==> config.mk <==
export PLATFORM = sky130hd
export DESIGN_NAME = adc_fifo_to_frame
export DESIGN_NICKNAME = d
export VERILOG_FILES = /design/src/rtl/adc_fifo_to_frame.sv
export SDC_FILE = /design/constraint.sdc
export NUM_CORES = 1
export LEC_CHECK = 0
export ABC_AREA = 1
export BUFFER_PORTS_ARGS = -buffer_cell sky130_fd_sc_hd__buf_2
export CAP_MARGIN = 5
export CORE_MARGIN = 3
export CORE_UTILIZATION = 52
export DETAILED_ROUTE_END_ITERATION = 7
export GPL_ROUTABILITY_DRIVEN = 0
export PLACE_DENSITY = 0.82
export SETUP_SLACK_MARGIN = 0.2
export SLEW_MARGIN = 25
export SYNTH_ARGS = -nofsm -noshare
export SYNTH_HDL_FRONTEND = slang
export SYNTH_SLANG_ARGS = --single-unit
export TNS_END_PERCENT = 50
==> constraint.sdc <==
create_clock -name clk -period 1.8 [get_ports clk]
set_input_delay 0.09 -clock clk [delete_from_list [all_inputs] [get_ports clk]]
set_output_delay 0.09 -clock clk [all_outputs]
set_load 0.005 [all_outputs]
==> src/rtl/adc_fifo_to_frame.sv <==
// rtl/adc_fifo_to_frame.sv - ADC stream FIFO pop-side frame reassembler (optional ADC_RX_SEQ_CHECK_EN)
module adc_fifo_to_frame #(
    parameter int         WORDS          = 9,
    parameter logic [7:0] SYNC_TAG       = 8'hA5,
    parameter int         TIMEOUT_CYCLES = 64
) (
    input  logic                  clk,
    input  logic                  rst_n,
    input  logic                  pop_valid,
    input  logic [31:0]           pop_data,
    output logic                  pop_ready,
    output logic                  frame_valid,
    output logic [32*WORDS-1:0]   frame_words_packed,
    input  logic                  frame_ready,
    output logic                  frame_abort,
    output logic                  seq_gap,
    output logic [15:0]           drop_count
);

    localparam int IDX_W  = $clog2(WORDS + 1);
    localparam int IDLE_W = $clog2(TIMEOUT_CYCLES + 1);

    typedef enum logic [1:0] {
        ST_HUNT    = 2'd0,
        ST_COLLECT = 2'd1,
        ST_HOLD    = 2'd2
    } state_t;

    state_t              state_q, state_d;
    logic [IDX_W-1:0]    idx_q, idx_d;
    logic [IDLE_W-1:0]   idle_q, idle_d;
    logic [32*WORDS-1:0] frame_q, frame_d;
    logic                pop_ready_q, pop_ready_d;
    logic                frame_valid_q, frame_valid_d;
    logic                abort_q, abort_d;
    logic [15:0]         drop_q, drop_d;
    logic                accept;
    logic                drop_inc;
    logic                done;

    assign accept = pop_valid && pop_ready_q;

    // Next-state: header hunt, in-place word collection, idle timeout and consumer hold
    always_comb begin
        state_d  = state_q;
        idx_d    = idx_q;
        idle_d   = idle_q;
        frame_d  = frame_q;
        abort_d  = 1'b0;
        drop_inc = 1'b0;
        done     = 1'b0;
        case (state_q)
            ST_HUNT: begin
                if (accept) begin
                    if (pop_data[31:24] == SYNC_TAG) begin
                        frame_d[31:0] = pop_data;
                        idle_d        = '0;
                        if (WORDS == 1) begin
                            state_d = ST_HOLD;
                            idx_d   = '0;
                            done    = 1'b1;
                        end else begin
                            state_d = ST_COLLECT;
                            idx_d   = IDX_W'(1);
                        end
                    end else begin
                        drop_inc = 1'b1;
                    end
                end
            end
            ST_COLLECT: begin
                if (accept) begin
                    for (int k = 0; k < WORDS; k++) begin
                        if (idx_q == IDX_W'(k)) begin
                            frame_d[k*32 +: 32] = pop_data;
                        end
                    end
                    idle_d = '0;
                    if (idx_q == IDX_W'(WORDS - 1)) begin
                        state_d = ST_HOLD;
                        idx_d   = '0;
                        done    = 1'b1;
                    end else begin
                        idx_d = idx_q + 1'b1;
                    end
                end else if (idle_q == IDLE_W'(TIMEOUT_CYCLES - 1)) begin
                    // Producer stalled mid-frame: throw the partial frame away
                    state_d  = ST_HUNT;
                    abort_d  = 1'b1;
                    drop_inc = 1'b1;
                    idx_d    = '0;
                    idle_d   = '0;
                end else begin
                    idle_d = idle_q + 1'b1;
                end
            end
            ST_HOLD: begin
                if (frame_ready) begin
                    state_d = ST_HUNT;
                end
            end
            default: begin
                state_d = ST_HUNT;
            end
        endcase
        pop_ready_d   = (state_d != ST_HOLD);
        frame_valid_d = (state_d == ST_HOLD);
        drop_d        = (drop_inc && (drop_q != 16'hFFFF)) ? drop_q + 16'd1 : drop_q;
    end

    // State and datapath registers
    always_ff @(posedge clk or negedge rst_n) begin
        if (!rst_n) begin
            state_q       <= ST_HUNT;
            idx_q         <= '0;
            idle_q        <= '0;
            frame_q       <= '0;
            pop_ready_q   <= 1'b0;
            frame_valid_q <= 1'b0;
            abort_q       <= 1'b0;
            drop_q        <= 16'd0;
        end else begin
            state_q       <= state_d;
            idx_q         <= idx_d;
            idle_q        <= idle_d;
            frame_q       <= frame_d;
            pop_ready_q   <= pop_ready_d;
            frame_valid_q <= frame_valid_d;
            abort_q       <= abort_d;
            drop_q        <= drop_d;
        end
    end

    assign pop_ready          = pop_ready_q;
    assign frame_valid        = frame_valid_q;
    assign frame_words_packed = frame_q;
    assign frame_abort        = abort_q;
    assign drop_count         = drop_q;

`ifdef ADC_RX_SEQ_CHECK_EN
    logic [7:0] exp_seq_q, exp_seq_d;
    logic       have_seq_q, have_seq_d;
    logic       gap_q, gap_d;

    // Compare the header sequence of each completed frame against the running expectation
    always_comb begin
        exp_seq_d  = exp_seq_q;
        have_seq_d = have_seq_q;
        gap_d      = 1'b0;
        if (done) begin
            gap_d      = have_seq_q && (frame_d[23:16] != exp_seq_q);
            exp_seq_d  = frame_d[23:16] + 8'd1;
            have_seq_d = 1'b1;
        end
    end

    // Sequence tracking registers
    always_ff @(posedge clk or negedge rst_n) begin
        if (!rst_n) begin
            exp_seq_q  <= 8'd0;
            have_seq_q <= 1'b0;
            gap_q      <= 1'b0;
        end else begin
            exp_seq_q  <= exp_seq_d;
            have_seq_q <= have_seq_d;
            gap_q      <= gap_d;
        end
    end

    assign seq_gap = gap_q;
`else
    assign seq_gap = 1'b0;
`endif

endmodule

==> run summary, run 1 <==
Path depth of the worst reg2reg path: 7. Setup repair after global routing could not meet its margin everywhere. The overflow left after global routing is 0, and the global-route wire length before repair is 58500 microns.

The minimum hold slack is 0.0120 ns. The tools report the initial core utilization as 53.6%. The critical path is of the reg2reg type. The depth of the worst hold-timing path is 3. Across all setup checks in the final design, the least slack found is 0.250 ns. The H-tree level count is 1. The count of buffer and inverter cells on the critical path was 2. The number of different library cells used by synthesis comes to 32. The number of antenna diodes in the final layout is 0. Average size of a mapped cell: 10.0 sq um. Power density normalized to cell area: 1150 nW/um^2. The critical path goes through inv_6, nand3_1, o21ai_2, nand2_2, clkbuf_16, nand2_1, o21ai_1. TritonCTS built the clock tree. The worst min-delay path class was in2reg. For the final routed database, the setup TNS stands at 0 ns. The synthesized design spends more area on one cell type than any other, namely sky130_fd_sc_hd__dfrtp_1. Summing over every cut layer, the via total after detailed routing is 11000.

For the total wirelength of the detailed-routed design, the log shows 40500 microns. For the area of the die, the log shows 25600 sq um. The finished layout holds 1974 standard cells, fillers aside. In this design, the stage delay of the slowest critical-path cell is 0.49 ns.

Worst slew margin relative to its limit: 63.1%. The standard cell with the maximum stage delay on the critical path is sky130_fd_sc_hd__dfrtp_1. The share of Yosys cell area claimed by the top area cell type is 64.9%. At the worst endpoint, the required time is 2.23 ns. After synthesis, the cell types taking the most area are sky130_fd_sc_hd__dfrtp_1 65%, sky130_fd_sc_hd__nand2_1 12%, sky130_fd_sc_hd__o21ai_1 11%, sky130_fd_sc_hd__buf_2 2.0%, sky130_fd_sc_hd__inv_1 1.5%. The final standard cell area without fillers came out at 16400 sq um. Yosys printed 0 warnings. The run gives 24300 microns as the half-perimeter wire length after detailed placement. After layout, the worst path uses 86.1% of the clock period. The number of nets in the layout was 1678; the critical path arrival was 1.98 ns. STA classifies the critical path startpoint as a register.

The run gives 65 as the maximum number of pins on one net before global-route repair. During I/O placement, the number of pins put on the boundary was 344. The path with the worst hold slack has its endpoint at frame_words_packed[151]$_DFFE_PN0P_. The number of global-route vias before repair came out at 10400. Power comes to 18.9 mW.

Cells fill 71.4% of the core in the end. The core region is 23000 sq um. After clock tree synthesis, the clock-pin slew on the worst setup and hold paths is 0.07 ns. In this run the worst path has a maximum fanout of 22. Synthesis produced 1231 cells.

The source of the worst hold timing path is pop_data[23]. The worst voltage drop across the vdd grid was 0.752 mV; the reg-to-reg setup timing slack was 0.25 ns. Including well taps, the total number of placed cells is 1863. The top cell types in the final layout, fill and taps aside, are 391 x sky130_fd_sc_hd__nand2_1, 341 x sky130_fd_sc_hd__buf_2, 319 x sky130_fd_sc_hd__dfrtp_1, 276 x sky130_fd_sc_hd__o21ai_1, 45 x sky130_fd_sc_hd__inv_1. Summing all placed instances gives a cell area of 14500 sq um. The number of I/O port buffers is 342. The worst register-to-register path begins at idx_q[3]$_DFFE_PN0P_. The number of max-cap violations is 0.

The library cell used most frequently in the layout, excluding fill and tap cells, is sky130_fd_sc_hd__nand2_1. The first TritonRoute pass finished after 5 iterations. Measured along the y axis, the die boundary spans 160 microns. The area growth from synthesis to layout is 33.2%. In the routed layout, each cell is associated on average with a via count of 5.55. The net count of the mapped netlist was 1273. Setup violations remaining at the end of the flow were counted as 0. The worst slack at placement was 0.103 ns; the DRC marker count from the first detailed-route iteration was 1187.

The run gives 55 as the floorplan row count. The flow ran to the end, and the final reports show no timing, DRC or antenna violations. At the pin with the least slew margin, the transition time is 0.552 ns. Summing the sequential cell areas from Yosys gives 64.9% of the chip area. The number of max-slew violations in the final report was 0. Summed over all cells, the static leakage comes to 8.80 nW. The fmax was 0.645 GHz. For the number of nets with antenna violations after routing, the log shows 0. Number of hold violations in the final report: 0.

The tools report the root buffer cell as sky130_fd_sc_hd__clkbuf_16. The x dimension of the die is 160 microns, and the remaining design rule violation count is 0. The longest clock path from root to sink contains 3 buffers.

The overall fraction of global-route tracks in use is 28.4%, and the layout cell share with drive strength beyond 1 is 30.9%. The worst flop-to-flop path endpoint is frame_words_packed[18]$_DFFE_PN0P_. Clock latency on the worst-skew pair, taken at its later pin, is 0.56 ns.

The post-synth design cell area is 12300 sq um. The routed design could run at a clock period as short as 1.55 ns. The top cell family by delay on the critical path is flip-flops. The run gives 0.0177 ns as the clock tree skew after final layout. STA classifies the critical path endpoint as a register. The number of antenna violations at the first check in global routing came out at 0.

For this design, the sink count on the clock tree is 320. The number of clock buffers added by TritonCTS is 31. The register bit count reported by yosys is 320, and the per-cell routed wire length is 20.5 microns.
-- power breakdown --
group	internal, mW	total (mW)	switching, mW
clock	3.82	6.64	2.83
combinational	1.51	3.43	1.92
sequential	8.18	8.84	0.658
total	13.5	18.9	5.41
-- layer usage --
| layer | GRT usage [%] | share of wire, % | up-vias |
|---|---|---|---|
| met1 | 37.4 | 39 | 5358 |
| met2 | 47.1 | 47 | 642 |
| met3 | 6.30 | 10 | 108 |
| met5 | 0 | 0 | - |
| met4 | 9.82 | 3.9 | 0 |
| li1 | - | - | 4852 |
-- tightest hold or removal path: stages --
cell and delay [ns]:
sky130_fd_sc_hd__buf_2 0.08, sky130_fd_sc_hd__inv_1 0.18, sky130_fd_sc_hd__o21ai_1 0.18
-- final cells by class --
type                    instances  area (sq um)
clock buffers                  40           860
clock inverters                18           189
fillers                      1632          6570
inverters                      57           236
multi-input cells             794          3830
flip-flops and latches        320          8010
well taps                     313           392
repair buffers                432          2900
-- synth_stat cells (all sizes together) --
master  instances
a21boi          1
a21oi           1
a31oi           1
buf            59
clkbuf          1
clkinv          1
conb            1
dfrtp         320
ha              6
inv            56
nand2         399
nand3          30
nand3b          3
nand4          14
nor2           26
nor3            1
o21ai         297
o31ai           3
or2             2
xnor2           1
xor2            8
-- registers in the layout, indices dropped and copies added, names as in the netlist --
| register | flops |
|---|---|
| pop_ready | 1 |
| frame_words_packed | 288 |
| frame_valid | 1 |
| state_q | 2 |
| idle_q | 7 |
| drop_count | 16 |
| frame_abort | 1 |
| idx_q | 4 |
-- logic make-up (layout without fill, tap and decap cells) --
| kind of cell | count (synthesis) | in the layout | share of synthesized area, % |
|---|---|---|---|
| other | 1 | 1 | 0.0304 |
| AND/OR/NAND/NOR | 475 | 475 | 16.3 |
| adder cells (fa/ha/maj) | 6 | 6 | 0.609 |
| flip-flops | 320 | 320 | 64.9 |
| buffers and inverters | 117 | 547 | 4.64 |
| AO/OA/AOI/OAI | 303 | 303 | 12.8 |
| XOR/XNOR | 9 | 9 | 0.639 |
-- worst max path at each step --
stage	end	slack [ns]	startpoint	depth (start not counted)
after floorplan	frame_words_packed[268]$_DFFE_PN0P_	0.22	idx_q[0]$_DFFE_PN0P_	8
after global placement	pop_ready$_DFF_PN0_	0.14	idx_q[1]$_DFFE_PN0P_	7
after detailed placement	frame_words_packed[275]$_DFFE_PN0P_	0.10	idx_q[1]$_DFFE_PN0P_	7
after CTS	frame_words_packed[242]$_DFFE_PN0P_	0.18	pop_ready$_DFF_PN0_	8
after global routing	frame_words_packed[5]$_DFFE_PN0P_	0.15	idx_q[3]$_DFFE_PN0P_	7
final	frame_words_packed[18]$_DFFE_PN0P_	0.25	idx_q[3]$_DFFE_PN0P_	7
-- what timing repair did --
item | 4_1_cts | 5_1_grt
endpoints found under the setup margin | 112 | 309
cloned | 1 | 12
endpoints found under the hold margin | 415 | 0
pin swaps | 0 | 4
hold buffers | 30 | 0
gates resized for setup | 9 | 37
setup buffers | 4 | 6
Power figures use the tool's default switching activity.
==> run 2, diff against run 1 <==
--- a/config.mk
+++ b/config.mk
@@ -5,14 +5,14 @@
 export SDC_FILE = /design/constraint.sdc
 export NUM_CORES = 1
 export LEC_CHECK = 0
-export ABC_AREA = 1
+export ABC_AREA = 0
 export BUFFER_PORTS_ARGS = -buffer_cell sky130_fd_sc_hd__buf_2
 export CAP_MARGIN = 5
 export CORE_MARGIN = 3
 export CORE_UTILIZATION = 52
 export DETAILED_ROUTE_END_ITERATION = 7
 export GPL_ROUTABILITY_DRIVEN = 0
-export PLACE_DENSITY = 0.82
+export PLACE_DENSITY = 0.81
 export SETUP_SLACK_MARGIN = 0.2
 export SLEW_MARGIN = 25
 export SYNTH_ARGS = -nofsm -noshare
==> run summary, run 2 <==
The signal on the critical path passes through and2b_4, nand2_4, nor3b_4, buf_6, nand2_2, buf_12, mux2_2. The tools report the source of the worst hold timing path as pop_valid. The total wirelength of the detailed-routed design was 36000 microns. Prior to clock tree synthesis, the placed netlist has a worst setup slack of -0.0685 ns. The routed layout has 8509 vias. The register bit count reported by yosys works out to 320. STA classifies the critical path startpoint as a register. The repair_antennas step left the layout with diodes totalling 0.

The tools report the kind of end point of the critical path as a register. Dividing total power by cell area gives a power density of 1110 nW/um^2. The final worst slack came out at -0.0421 ns.

In the synthesized netlist the async set-or-reset flop fraction comes to 100%. In the synthesized netlist the dominant register cell turns out to be sky130_fd_sc_hd__dfrtp_1. Via density per instance: 5.38. For the post-synth design cell area, the log shows 12600 sq um. The flip-flop count of the largest register, all copies and words added is 288. The checks that failed: negative setup slack.

The logs give 9016 for the number of global-route vias before repair and 2.27 ns for the critical path arrival. The core region is 23600 sq um. The x dimension of the die is 162 microns, and the synthesis warning total is 0. Clock-pin slew was measured on the worst setup and hold paths at 0.06 ns.

Type of the setup path with the least slack: reg2reg. The top cell family by delay on the critical path was simple AND/OR/NAND/NOR gates. The total overflow left after global routing is 0. In the synthesized netlist, the number of instances is 792. The portion of synthesized area spent on multiplexers is 26.3%. The placed cell area is 15100 sq um, and the largest fanout on the critical path is 21. In the layout the commonest cells are 341 x sky130_fd_sc_hd__buf_2, 319 x sky130_fd_sc_hd__dfrtp_1, 210 x sky130_fd_sc_hd__mux2_2, 70 x sky130_fd_sc_hd__mux2_4, 44 x sky130_fd_sc_hd__buf_4. The run gives 0 as the number of max-slew violations in the final report.

The synthesized netlist devotes 1.51% of its cell area to compound gates. Before antenna repair, the detailed router went through 4 iterations. Number of filler instances in the final layout: 1523. Summed over all nets, the half-perimeter wirelength after detailed placement is 23200 microns. Sequential elements use 63.6% of the synthesized area. After routing the design area is 17100 sq um.

The synthesized netlist devotes 0.765% of its cell area to XOR and XNOR gates. Ranked by total cell area, the synthesized netlist is headed by sky130_fd_sc_hd__dfrtp_1 64%, sky130_fd_sc_hd__mux2_2 25%, sky130_fd_sc_hd__buf_6 1.9%, sky130_fd_sc_hd__mux2_1 1.3%, sky130_fd_sc_hd__ha_1 0.60%. Number of antenna violations at the first check in global routing: 0.

The arithmetic-cell share of the synthesized area counting full adders, half adders and majority gates is 0.596%. Data on the critical path is required at its endpoint by 2.22 ns. The count of flip-flops with a built-in enable after synthesis came out at 0. Based on the critical path, the design can be clocked at up to 0.543 GHz. The number of nets in the layout was 1280; the slew at the pin with the worst max-slew slack was 0.555 ns. The initial utilization of the core area, before any placement, comes to 53.3%.

TritonCTS built the clock tree. The power after layout was 19.0 mW. For this run, design rule violations remaining after detail routing come to 0.

For the final database, setup skew stands at 0.0123 ns. The run gives 56 as the floorplan row count. For this design, the sink count on the clock tree is 320. Dividing the final minimum period by the clock period gives 102%. Standard cell with the maximum stage delay on the critical path: sky130_fd_sc_hd__dfrtp_2. Among all cell types in the netlist, the one instantiated most often is sky130_fd_sc_hd__dfrtp_1. The floorplan die height was 162 microns. The floorplan step defined a die boundary enclosing 26100 sq um. The number of I/O port buffers is 342. Compared with the post-synthesis result, the final layout area differs by 36.0%. Delay contributed by the slowest stage of the critical path: 0.40 ns. VDD sags by at most 0.908 mV. Once detail routing completed, the nets flagged for antenna violations numbered 0. In the final layout, the share of cells above drive strength 1 is 61.6%. The critical path contains buffers and inverters numbering 2 combined. Across every metal layer, demand over resource in global routing totals 26.8%.

The count of cells in the finished layout, fillers not included, comes to 1581. The min-delay analysis places its worst path in the category in2reg. The most critical setup path has its startpoint at state_q[1]$_DFF_PN0_. The root buffer cell chosen for the clock tree is sky130_fd_sc_hd__clkbuf_16. Commonest non-fill, non-tap cell in the layout: sky130_fd_sc_hd__buf_2. After synthesis, the most frequently instantiated cells are 320 x sky130_fd_sc_hd__dfrtp_1, 276 x sky130_fd_sc_hd__mux2_2, 21 x sky130_fd_sc_hd__buf_6. Dividing the synthesized area by the synthesized cell count gives 15.9 sq um. The detailed router finished its first iteration with 548 violations.

The number of hold violations in the final report was 0. The I/O pin count was 344; the leakage power summed over all cells was 9.54 nW. Setup repair after global routing could not meet its margin everywhere. The first global-routing pass estimated 54200 microns of wire. The smallest clock period supported by the final layout is computed as 1.84 ns. For the worst-skew pair, the clock arrives at the later sink with an insertion delay of 0.54 ns.

The reg-to-reg startpoint was state_q[1]$_DFF_PN0_. Of the post-synthesis cell area, the dominant cell type holds 63.6%. The tools report the number of max-cap violations as 0.

The main combinational cell family by area after synthesis is multiplexers. Cell type with the highest aggregate area in the netlist: sky130_fd_sc_hd__dfrtp_1. After detailed routing, the average wire length per cell comes to 22.8 microns. Maximum count of clock buffers along a single path: 3.

The run finished, with violations left. The count of distinct cell types in the synthesized netlist is 51, and the share of synthesized cell area in and, or, nand and nor gates is 4.24%. The H-tree level count was 1; the final setup violation count was 82. TritonCTS created 31 clock buffers.

The worst pin sits at a relative slew slack of 63.0%. Entering global routing, the biggest net connects 60 pins. The run gives 1476 as the number of placed instances with taps included. The net count of the mapped netlist is 834.
## run 2: cell types whose count changed in the layout (fill, tap and decap cells not counted), sizes merged, moves of 6 or more
cell,before,now
inv,58,5
nand3,30,11
buf,394,418
nand4,14,8
nor3,1,7
o21ai,297,7
a21oi,1,11
nand2,399,17
nor2,26,16
mux2,0,292
## run 2: path summary, 6_finish.rpt
check | endpoint | slack [ns] | cells after the start
worst max-delay path | frame_words_packed[138]$_DFFE_PN0P_ | -0.04 | 7
worst min-delay path | frame_abort$_DFF_PN0_ | 0.05 | 4
worst max register to register | frame_words_packed[138]$_DFFE_PN0P_ | -0.04 | 7
worst min register to register | frame_words_packed[277]$_DFFE_PN0P_ | 0.48 | 1
min in group asynchronous | frame_words_packed[264]$_DFFE_PN0P_ | 0.08 | 2
max in group asynchronous | frame_words_packed[47]$_DFFE_PN0P_ | 0.98 | 3
## run 2: area by class of cell
cell class	count	area [sq um]	share of cell area [%]
flip-flops and latches	320	8010	46.8
inverters	5	18.8	0.110
well taps	319	399	2.33
clock inverters	9	123	0.717
repair buffers	455	3100	18.1
multi-input cells	425	4530	26.5
clock buffers	48	930	5.43
## run 2: cells by family after synthesis
group	after synthesis
mux	293
xor+xnor	11
compound gates	29
simple gates	85
fa+ha+maj	6
flops	320
other cells	1
buf+inv	47
## run 2: where the power goes
part	switching (mW)	internal (mW)	total (mW)
Clock	2.68	3.96	6.64
Sequential	0.636	8.18	8.81
Combinational	1.58	1.96	3.54
Total	4.89	14.1	19.0
## run 2: per-stage QoR
| stage | util, % | TNS (ns) | hold slack, ns |
|---|---|---|---|
| global placement | 64.2 | -1.30 | 0.0754 |
| CTS | 71.8 | -0.0236 | 0.0236 |
| floorplan | - | -0.314 | -0.206 |
| detailed placement | 64.2 | -3.31 | 0.0752 |
| global route | 72.5 | -15.93 | 0.0451 |
| finish | 72.5 | -1.29 | 0.0478 |
## run 2: repair_timing
| action | CTS | global route |
|---|---|---|
| resized for setup | 70 | 16 |
| pin swaps | 2 | 0 |
| hold buffers | 34 | 0 |
| hold endpoints to repair | 571 | 0 |
| gates cloned | 5 | 3 |
| buffers inserted | 5 | 1 |
| endpoints found under the setup margin | 302 | 308 |
## run 2: routing by layer
| metal | routed length [microns] | up-vias | track usage, % |
|---|---|---|---|
| met5 | 0 | - | 0 |
| met4 | 1070 | 0 | 8.02 |
| met2 | 17800 | 346 | 46.1 |
| met3 | 2360 | 67 | 5.05 |
| met1 | 14900 | 4388 | 34.9 |
| li1 | - | 3708 | - |
## run 2: worst min-delay path, stage by stage
cell	delay [ns]
sky130_fd_sc_hd__buf_2	0.09
sky130_fd_sc_hd__and2_4	0.17
sky130_fd_sc_hd__nor4_2	0.07
sky130_fd_sc_hd__buf_4	0.13
